$ cat config.mk
export PLATFORM = sky130hd
export DESIGN_NAME = single_multiply
export DESIGN_NICKNAME = d
export VERILOG_FILES = /design/src/rtl/fp_single_pkg.sv /design/src/rtl/integer_multiply.sv /design/src/rtl/single_multiply.sv
export SDC_FILE = /design/constraint.sdc
export NUM_CORES = 1
export LEC_CHECK = 0
export ABC_AREA = 0
export CORE_ASPECT_RATIO = 0.8
export CORE_MARGIN = 8
export CORE_UTILIZATION = 45
export CTS_BUF_LIST = sky130_fd_sc_hd__clkbuf_8
export DETAILED_ROUTE_END_ITERATION = 10
export PLACE_DENSITY = 0.79
export SYNTH_ARGS = -nofsm -noshare
export SYNTH_HDL_FRONTEND = slang
export SYNTH_SLANG_ARGS = --single-unit
$ cat constraint.sdc
create_clock -name clk -period 6.52 [get_ports clk]
set_input_delay 1.956 -clock clk [delete_from_list [all_inputs] [get_ports clk]]
set_output_delay 1.956 -clock clk [all_outputs]
set_load 0.01 [all_outputs]
$ cat src/rtl/fp_single_pkg.sv
// Shared constants and types for the single-precision multiplier.
// Field widths, FSM state encoding and small operand helpers.
package fp_single_pkg;

   localparam int EXP_W   = 8;
   localparam int MAN_W   = 23;
   localparam int BIAS    = 127;
   localparam int EXP_MAX = 255;
   localparam int SIG_W   = MAN_W + 1;
   localparam int PROD_W  = 2 * SIG_W;
   localparam int CNT_W   = 5;

   typedef enum logic [1:0] {
      IDLE,
      MULT,
      NORM,
      DONE
   } state_t;

   typedef struct packed {
      logic             sign;
      logic [EXP_W-1:0] exp;
      logic [MAN_W-1:0] man;
   } fp_t;

   // Denormals are flushed, so a zero exponent field means zero.
   function automatic logic is_zero(input fp_t x);
      return (x.exp == '0);
   endfunction

   function automatic logic [SIG_W-1:0] significand(input fp_t x);
      return {1'b1, x.man};
   endfunction

endpackage

$ cat src/rtl/integer_multiply.sv
// Sequential 24x24 -> 48 shift-add multiplier, one multiplier bit per cycle.
// done is high during the cycle whose closing edge performs the last step.
module integer_multiply
   import fp_single_pkg::*;
(
   input  logic              clk,
   input  logic              rst,
   input  logic              start,
   input  logic [SIG_W-1:0]  mcand,
   input  logic [SIG_W-1:0]  mplier,
   output logic              done,
   output logic [PROD_W-1:0] product
);

   localparam logic [CNT_W-1:0] LAST = CNT_W'(SIG_W - 1);

   logic [SIG_W-1:0]  mcand_q;
   logic [PROD_W-1:0] acc_q;
   logic [CNT_W-1:0]  cnt_q;
   logic              busy_q;
   logic [SIG_W:0]    sum;

   // Upper half accumulates; the multiplier drains out of the lower half.
   always_comb begin
      sum = {1'b0, acc_q[PROD_W-1:SIG_W]};
      if (acc_q[0]) begin
         sum = sum + {1'b0, mcand_q};
      end
   end

   assign done    = busy_q && (cnt_q == LAST);
   assign product = acc_q;

   always_ff @(posedge clk) begin
      if (rst) begin
         mcand_q <= '0;
         acc_q   <= '0;
         cnt_q   <= '0;
         busy_q  <= 1'b0;
      end else if (start) begin
         mcand_q <= mcand;
         acc_q   <= {{SIG_W{1'b0}}, mplier};
         cnt_q   <= '0;
         busy_q  <= 1'b1;
      end else if (busy_q) begin
         acc_q <= {sum, acc_q[SIG_W-1:1]};
         if (done) begin
            cnt_q  <= '0;
            busy_q <= 1'b0;
         end else begin
            cnt_q <= cnt_q + 1'b1;
         end
      end
   end

endmodule

$ cat src/rtl/single_multiply.sv
// IEEE-754 single-precision multiply: truncating, flush-to-zero, no NaN.
// Top FSM sequences operand capture, the shift-add core and normalisation.
module single_multiply
   import fp_single_pkg::*;
(
   input  logic        clk,
   input  logic        rst,
   input  logic        in_valid,
   output logic        in_ready,
   input  logic [31:0] a,
   input  logic [31:0] b,
   output logic        out_valid,
   output logic [31:0] c
);

   localparam logic signed [9:0] BIAS_S = 10'(BIAS);
   localparam logic signed [9:0] EMAX_S = 10'(EXP_MAX);

   state_t            state_q;
   state_t            state_d;
   fp_t               a_f;
   fp_t               b_f;
   logic              accept;
   logic              mul_done;
   logic [PROD_W-1:0] prod;

   logic              sign_q;
   logic              zero_q;
   logic [EXP_W-1:0]  ea_q;
   logic [EXP_W-1:0]  eb_q;
   logic [31:0]       c_q;

   logic              adj;
   logic [MAN_W-1:0]  man_n;
   logic signed [9:0] e_sum;
   logic              flush;
   logic              ovf;
   logic [31:0]       c_d;
   logic              unused_lo;

   assign a_f       = fp_t'(a);
   assign b_f       = fp_t'(b);
   assign in_ready  = (state_q == IDLE);
   assign out_valid = (state_q == DONE);
   assign accept    = in_valid && in_ready;
   assign c         = c_q;
   assign unused_lo = ^prod[MAN_W-1:0];

   integer_multiply u_imul (
      .clk     (clk),
      .rst     (rst),
      .start   (accept),
      .mcand   (significand(a_f)),
      .mplier  (significand(b_f)),
      .done    (mul_done),
      .product (prod)
   );

   always_ff @(posedge clk) begin
      if (rst) begin
         sign_q <= 1'b0;
         zero_q <= 1'b0;
         ea_q   <= '0;
         eb_q   <= '0;
      end else if (accept) begin
         sign_q <= a_f.sign ^ b_f.sign;
         zero_q <= is_zero(a_f) || is_zero(b_f);
         ea_q   <= a_f.exp;
         eb_q   <= b_f.exp;
      end
   end

   always_ff @(posedge clk) begin
      if (rst) begin
         state_q <= IDLE;
      end else begin
         state_q <= state_d;
      end
   end

   always_comb begin
      state_d = state_q;
      unique case (state_q)
         IDLE: if (in_valid) state_d = MULT;
         MULT: if (mul_done) state_d = NORM;
         NORM: state_d = DONE;
         DONE: state_d = IDLE;
      endcase
   end

   // Product of two [1,2) significands lies in [1,4): at most one shift.
   always_comb begin
      adj   = prod[PROD_W-1];
      man_n = adj ? prod[PROD_W-2 -: MAN_W] : prod[PROD_W-3 -: MAN_W];
      e_sum = $signed({2'b00, ea_q}) + $signed({2'b00, eb_q})
            - BIAS_S + $signed({9'd0, adj});
      flush = zero_q || (e_sum <= 10'sd0);
      ovf   = !flush && (e_sum >= EMAX_S);
      c_d   = {sign_q, e_sum[EXP_W-1:0], man_n};
      unique case (1'b1)
         flush:   c_d = {sign_q, 31'b0};
         ovf:     c_d = {sign_q, 8'hFF, 23'b0};
         default: c_d = {sign_q, e_sum[EXP_W-1:0], man_n};
      endcase
   end

   always_ff @(posedge clk) begin
      if (rst) begin
         c_q <= '0;
      end else if (state_q == NORM) begin
         c_q <= c_d;
      end
   end

endmodule

==> qor.csv <==
stage;metric;value;unit
outcome;outcome;complete, no violations;
floorplanning;die_y;129;µm
logic_synthesis;synthesis.instances;876;
route;antenna_left;0;
route;wl_per_cell;15.0;µm
logic_synthesis;synth_edf_count;0;
sta;hold_violations;0;
placement;portBuffers;100;
global_routing;antenna_found_initial;0;
worst_setup_path;crit_family;compound AO/OA/AOI/OAI gates;
cells_and_area;multi_input_area;4260;µm²
clock_tree;clockRootBuffer;clkbuf_8;
worst_setup_path;cp_max_fo;26;
sta;drv_slew;0;
clock_tree;ctsHoldBuffers;0;
logic_synthesis;syn_avg_cell_area;8.17;µm²
power;p_leak;3.30;nW
cells_and_area;regArea;2600;µm²
floorplanning;num_rows;41;
logic_synthesis;muxShareOfSynthArea;0.0854;
cells_and_area;final_cell_mix;nand2_1, dfxtp_1, clkdlybuf4s50_1, a21oi_1, nor2_1;
logic_synthesis;syn-cell-area;7150;µm²
worst_setup_path;crit_path_top_delay_cell;o21ai_2;
clock_tree;tritoncts;built;
route;drcViolationCount;0;
global_routing;grt_overflow;0;
route;wl;17600;µm
logic_synthesis;synthSimpleGateAreaFrac;0.190;
min_path;hp-class;flip-flop to flip-flop;
route;via_per_inst;5.45;
logic_synthesis;ys_ff_latch;130;
logic_synthesis;synth-compound-area-share;0.203;
logic_synthesis;synthXorXnorAreaFrac;0.0331;
min_path;min_to;c[18]$_SDFFE_PP0P_;
worst_setup_path;reg2reg_slack;2.64;ns
power;p_per_area;319;nW/µm²
logic_synthesis;synth-seq-area-share;0.364;
logic_synthesis;synth.distinct_cells;54;
clock_tree;clk_pin_slew;0.07;ns
global_routing;grt_pass1_wl;29300;µm
run;maxCapViolCount;0;
worst_setup_path;critPathRequiredTime;6.82;ns
clock_tree;clockBufferDepth;2;
worst_setup_path;arrival;4.18;ns
sta;tightest_slew;0.927;ns
clock_tree;htreeDepth;4;
clock_tree;cts_resized;0;
worst_setup_path;cpPeakStageDelay;0.73;ns
sta;finalClockSkew;0.0124;ns
worst_setup_path;worstPathBufferInverterCount;2;
sta;slew_headroom;0.382;
floorplanning;start_util;0.457;
logic_synthesis;async_reset_ff_frac;0;
worst_setup_path;worstRegToRegCells;13;
cells_and_area;layoutNonFillerInstCount;1174;
min_path;worstHoldStart;c[18]$_SDFFE_PP0P_;
floorplanning;pin_count;101;
sta;fin_tns_setup;0;ns
placement;dp_cells;1142;
logic_synthesis;synth.top_cells.by_area;dfxtp_1, mux2i_1, ha_1;
global_routing;first_global_vias;6145;
clock_tree;numCtsBuffers;17;
sta;rsz0062_at_grt;false;
clock_tree;worst_skew_pair.late_latency;0.45;ns
global_routing;grt_max_degree;88;
logic_synthesis;synthAdderAreaFrac;0.0843;
cells_and_area;area_growth;21.4;%
sta;final.min_clock_period;3.88;ns
sta;timing.fmax;257;MHz
worst_setup_path;critPathLaunch;u_imul.product[47]$_SDFFE_PP0P_;
route;first_iter_violations;479;
route;num_vias;6398;
worst_setup_path;r2r_end;c[0]$_SDFFE_PP0P_;
worst_setup_path;end_kind;flip-flop;
sta;setup_violations;0;
worst_setup_path;crit_type;flip-flop to flip-flop;
placement;dp_hpwl;12400;µm
clock_tree;numClockSinks;130;
logic_synthesis;ys.warnings.count;0;
clock_tree;post_cts_buffers;0;
logic_synthesis;synth_fp_nets;990;
power;ir_worst_vdd;0.000186;V
worst_setup_path;timing.rr.start;u_imul.product[47]$_SDFFE_PP0P_;
worst_setup_path;crit_path_cell_trace;inv_1 -> ha_1 -> inv_1 -> ha_1 -> fa_1 -> a21oi_1 -> nor2b_1 -> a311oi_1 -> xor2_1 -> nand2_1 -> or4_1 -> o21ai_2 -> o21ai_0;
global_routing;grt.total_usage;0.177;
cells_and_area;nets;1060;
sta;fin_crit_sh;0.596;
cells_and_area;n_fill_cell;1432;
floorplanning;die_x;157;µm
route;firstDrtPassIters;5;
placement;place_congestion;0.902;
cells_and_area;n_antenna_cell;0;
logic_synthesis;yosys.area.top_type_share;0.364;
min_path;hold_path_depth;2;
logic_synthesis;synth_top_family_by_area;compound AO/OA/AOI/OAI gates;
worst_setup_path;startpoint_type;flip-flop;
floorplanning;core-area;15600;µm²
floorplanning;die_area;20200;µm²
cells_and_area;final_common_cell;nand2_1;
cells_and_area;final_layout_size_suffix_gt1_frac;0.0490;
logic_synthesis;yosys.area.top_type;dfxtp_1;
logic_synthesis;ys.flop_type;dfxtp_1;
sequential cells by signal, summed over array words and instances, names as in the netlist:
| name | count |
|---|---|
| zero_q | 1 |
| c | 32 |
| ea_q | 8 |
| u_imul.cnt_q | 5 |
| sign_q | 1 |
| u_imul.product | 48 |
| state_q | 2 |
| u_imul.busy_q | 1 |
| eb_q | 8 |
| u_imul.mcand_q | 24 |
kinds of logic after synthesis:
kind of cell | Yosys count
and+or+nand+nor | 293
AOI/OAI and AO/OA | 242
DFF | 130
buffers and inverters | 76
muxes | 61
adders and majority gates | 47
xor gates and xnor gates | 27
power by group:
part | internal (mW) | switching, mW
registers | 0.940 | 0.127
logic | 0.391 | 0.577
clock network | 0.415 | 0.320
total | 1.75 | 1.02
synth_stat cells (2+ instances only):
library cell / count
nor4_1: 5
a211oi_1: 34
o22ai_1: 3
nor2b_1: 6
nand2_1: 137
nor3_1: 3
nor2_1: 73
clkbuf_2: 4
or4_1: 26
o21a_1: 4
or3_1: 2
nand4_1: 7
and2_1: 3
mux2i_1: 61
dfxtp_1: 130
buf_1: 10
a311oi_1: 4
fa_1: 2
nand3b_1: 2
ha_1: 45
nor3b_1: 5
xnor2_1: 15
o21ai_0: 40
a21oi_1: 95
nand3_1: 6
and3_1: 4
a22o_1: 2
clkinv_1: 2
xor2_1: 12
a31oi_1: 7
o2111ai_1: 3
o211ai_1: 2
and4b_1: 2
a21o_1: 15
inv_1: 17
nand2b_1: 8
o21ai_1: 21
clkbuf_1: 43
layout make-up:
| class | count | area share |
|---|---|---|
| Inverter | 19 | 0.00821 |
| Tap cell | 215 | 0.0310 |
| Sequential cell | 130 | 0.300 |
| Multi-Input combinational cell | 670 | 0.491 |
| Timing Repair Buffer | 108 | 0.122 |
| Clock inverter | 11 | 0.0154 |
| Clock buffer | 21 | 0.0333 |
per-stage QoR:
step	cell area [µm²]	setup slack (ns)	power, mW	hold WS, ns	util
floorplan	7150	2.43	1.77	0.436	-
global placement	8260	2.57	2.01	0.432	0.528
detailed placement	8260	2.55	2.04	0.438	0.528
CTS	8690	2.61	2.78	0.448	0.555
global route	8690	2.26	2.95	0.466	0.555
finish	8690	2.64	2.77	0.443	0.555
per-layer routing:
layer	vias to the layer above	track usage	part of all wire
li1	3275	-	-
met1	2920	0.238	0.48
met2	182	0.273	0.43
met3	21	0.0476	0.084
met4	0	0.0553	0.012
met5	-	0	0
worst min-delay path, delay by kind of cell, from the launching register on:
family,cells,cell delay [ns]
simple gates,1,0.05
compound gates,1,0.05
flops,1,0.31
how the worst max path moves through the flow:
| stage | depth (start not counted) | slack, ns | end |
|---|---|---|---|
| 2_1_floorplan | 16 | 2.43 | c[10]$_SDFFE_PP0P_ |
| 3_3_place_gp | 6 | 2.57 | u_imul.product[31]$_SDFFE_PP0P_ |
| 3_5_place_dp | 6 | 2.55 | u_imul.product[31]$_SDFFE_PP0P_ |
| 4_1_cts | 13 | 2.61 | c[0]$_SDFFE_PP0P_ |
| 5_1_grt | 13 | 2.26 | c[2]$_SDFFE_PP0P_ |
| 6_report | 13 | 2.64 | c[0]$_SDFFE_PP0P_ |
Note: power is estimated with default switching activity, not from simulation.
==> patch 1, RTL diff (same flow settings) <==
Reset style: asynchronous (`rst`), changed in 4 clocked blocks.
--- a/src/rtl/integer_multiply.sv
+++ b/src/rtl/integer_multiply.sv
@@ -31,7 +31,7 @@
    assign done    = busy_q && (cnt_q == LAST);
    assign product = acc_q;
 
-   always_ff @(posedge clk) begin
+   always_ff @(posedge clk or posedge rst) begin
       if (rst) begin
          mcand_q <= '0;
          acc_q   <= '0;
--- a/src/rtl/single_multiply.sv
+++ b/src/rtl/single_multiply.sv
@@ -56,7 +56,7 @@
       .product (prod)
    );
 
-   always_ff @(posedge clk) begin
+   always_ff @(posedge clk or posedge rst) begin
       if (rst) begin
          sign_q <= 1'b0;
          zero_q <= 1'b0;
@@ -70,7 +70,7 @@
       end
    end
 
-   always_ff @(posedge clk) begin
+   always_ff @(posedge clk or posedge rst) begin
       if (rst) begin
          state_q <= IDLE;
       end else begin
@@ -104,7 +104,7 @@
       endcase
    end
 
-   always_ff @(posedge clk) begin
+   always_ff @(posedge clk or posedge rst) begin
       if (rst) begin
          c_q <= '0;
       end else if (state_q == NORM) begin
Behaviour: differs if rst is asserted again (counterexample within 4 cycles, from zero or initial values and one cycle with rst high); with rst held inactive, the same outputs for 10 cycles.
==> patch 1 against the unedited design <==
Fmax rose by 0.45%; area after synthesis rose by 6.2%; sequential cell count did not move; routed wire length rose by 2.5%; design area rose by 5.5%; setup slack improved by 0.018 ns; non-clock buffer count did not move; sequential share of layout area rose by 5.5 points; die area rose by 5.5%; largest cell class unchanged; highest routed layer unchanged.
Power is not compared: it rests on default switching activity, and its combinational part moved more than twofold at a synthesized area within 25%.
==> patch 1: results <==
[cells_and_area]
drive_gt1_frac = 0.0746
final.fill_count = 1459

[logic_synthesis]
synth_fa_ha_area_frac = 0.0794
synth-xor-area-share = 0.0311
async_flop_share = 1.00
synthCells = 804
synthMuxAreaShare = 0.0807
synth_compound_area_frac = 0.184
ys_top_cells_by_area = dfrtp_1 (43%), nand2_1 (8.4%), mux2i_1 (7.8%)
synthTopCellsByCount = nand2_1 (171), dfrtp_1 (130), mux2i_1 (59)
synth_nets = 918

[place]
gp_congestion = 0.889
dp.cells = 1088
place_area_sq_um = 8740
place_hpwl_mm = 12.7

[min_path]
min_from = u_imul.mcand_q[23]$_DFFE_PP0P_
min_path_cells = 1

[route]
vias = 6219
met2_length_mm = 7.82
drt_pre_antenna_iters = 6
wl_met1_mm = 8.92
wl_per_cell_um = 16.1
drt-total-wl_mm = 18.0

[global_route]
use_met2 = 0.240
first_global_vias = 5859
grt_pass1_wl_mm = 29.3

[setup_path]
r2r_setup_slack_ns = 2.65
critPathMaxStageDelay_ns = 0.54
worstPathArrival_ns = 4.22

[timing]
fin_skew_ns = 0.0153

[status]
status = finished clean
==> patch 1: worst max-delay path: cells and delay by family (launching register included) <==
kind / cells / cell delay [ns]
xor+xnor: 1 / 0.17
simple gates: 1 / 0.54
compound gates: 5 / 0.93
buf+inv: 4 / 0.85
flops: 1 / 0.33
fa+ha+maj: 3 / 0.96
==> patch 1: final cells by class <==
| class | instances | area share |
|---|---|---|
| inverter | 22 | 0.00929 |
| timing repair buffer | 108 | 0.116 |
| clock inverter | 11 | 0.0178 |
| sequential | 130 | 0.355 |
| tap | 220 | 0.0300 |
| multi-input combinational | 608 | 0.443 |
| clock buffer | 19 | 0.0285 |
==> patch 1: stage by stage <==
stage	worst slack, ns	hold WS, ns	util	total power [mW]
after floorplan	1.09	0.439	-	3.43
after global placement	2.64	0.455	0.528	4.03
after detailed placement	2.58	0.459	0.528	4.10
after CTS	2.67	0.475	0.553	4.88
after global routing	2.45	0.483	0.553	5.28
final	2.65	0.472	0.553	4.89
==> patch 2, RTL diff (same settings) <==
Without the edit above. Change the package constant `EXP_MAX` from 255 to 127.
--- a/src/rtl/fp_single_pkg.sv
+++ b/src/rtl/fp_single_pkg.sv
@@ -5,7 +5,7 @@
    localparam int EXP_W   = 8;
    localparam int MAN_W   = 23;
    localparam int BIAS    = 127;
-   localparam int EXP_MAX = 255;
+   localparam int EXP_MAX = 127;
    localparam int SIG_W   = MAN_W + 1;
    localparam int PROD_W  = 2 * SIG_W;
    localparam int CNT_W   = 5;
Formal check against the unedited RTL: same outputs for any inputs over 10 cycles, from zero or initial values and one cycle with rst high; that may be too few to reach the edited logic, so the function may still have changed.
==> patch 2 against the unedited design <==
Global-route usage fell by 1.0 points; sequential cell count did not move; synthesized cell count is 7.9% lower; setup slack improved by 0.13 ns; core utilization up 0.18 points; design area fell by 3.4%; total power shrank 5.2%; area after synthesis down 3.0%; routed wire length fell by 7.5%; largest power group unchanged.
==> patch 2: results <==
[place]
place_hpwl_mm = 11.7
gp_congestion = 0.886
place_area_sq_um = 8050
dp.cells = 1074

[route]
drtIter0Drc = 374
wl_per_cell_um = 14.7
vias = 5858
drt-total-wl_mm = 16.3

[logic_synthesis]
synth_cell_types = 59
ys_top_cells_by_area = dfxtp_1 (38%), mux2i_1 (9.4%), ha_1 (8.1%)
yosysSeqAreaShare = 0.375
synthCells = 807
synthTopCellsByCount = dfxtp_1 (130), nand2_1 (127), a21oi_1 (75)
synth_nets = 921

[global_route]
groute.usage.overall = 0.167
grt_max_degree = 87
first_global_vias = 5469
grt_pass1_wl_mm = 26.9

[cells_and_area]
final.fill_count = 1389
drive_gt1_frac = 0.0804
fin_nets = 997

[timing]
fin_skew_ns = 0.0156
tightest_slew_ns = 1.14

[setup_path]
crit_slowest_cell = nor2_1
critical_path.top_delay_family = simple AND/OR/NAND/NOR gates
worstPathMaxFanout = 46
critPathMaxStageDelay_ns = 0.71

[clock_tree]
cts_root_buffer = clkbuf_8

[power]
vdd_drop_max_v = 0.000185
p_leak_nw = 3.24

[status]
status = finished clean
patch 2: cell types whose count changed after synthesis, sizes merged, moves of 7 or more:
cell / unedited run / this run
a221o: 0 / 8
or4: 27 / 0
nand2: 137 / 127
xor2: 12 / 5
clkbuf: 47 / 35
a21oi: 95 / 75
patch 2: tightest hold or removal path: stages, from the launching register on:
cell,delay (ns)
dfxtp_1,0.33
nand2_1,0.06
o21ai_2,0.04
patch 2: power by group:
| group | switching (mW) | internal (mW) |
|---|---|---|
| registers | 0.116 | 0.943 |
| logic | 0.564 | 0.389 |
| clock network | 0.312 | 0.302 |
patch 2: worst paths after layout:
kind,slack [ns],from,to,depth (start not counted)
setup / recovery,2.77,in_valid,u_imul.product[46]$_SDFFE_PP0P_,5
hold / removal,0.45,c[11]$_SDFFE_PP0P_,c[11]$_SDFFE_PP0P_,2
setup reg to reg,3.19,ea_q[0]$_SDFFE_PP0P_,c[0]$_SDFFE_PP0P_,13
hold reg to reg,0.45,c[11]$_SDFFE_PP0P_,c[11]$_SDFFE_PP0P_,2
patch 2: cell type report:
class,instances,share of cell area
clock buffers,18,0.0295
clock inverters,13,0.0115
flip-flops and latches,130,0.310
well taps,210,0.0313
repair buffers,105,0.123
multi-input cells,607,0.484
inverters,22,0.00984
patch 2: logic make-up after synthesis:
family	count (synthesis)	share of synthesized area
multiplexers	65	0.0938
flip-flops	130	0.375
adder cells (fa/ha/maj)	47	0.0869
XOR/XNOR	23	0.0290
buffers and inverters	70	0.0400
AO/OA/AOI/OAI	225	0.215
AND/OR/NAND/NOR	247	0.160
patch 2: layer usage:
layer | part of all wire | global-route usage | wire length (um)
met1 | 0.51 | 0.235 | 8240
met2 | 0.41 | 0.241 | 6690
met3 | 0.076 | 0.0532 | 1240
met4 | 0.0068 | 0.0449 | 111
met5 | 0 | 0 | 0
patch 2: per-stage QoR:
| step | util | setup slack, ns |
|---|---|---|
| CTS | 0.557 | 2.81 |
| finish | 0.557 | 2.77 |
| global route | 0.557 | 2.62 |
| floorplan | - | 2.92 |
| global placement | 0.534 | 2.43 |
| detailed placement | 0.534 | 2.37 |
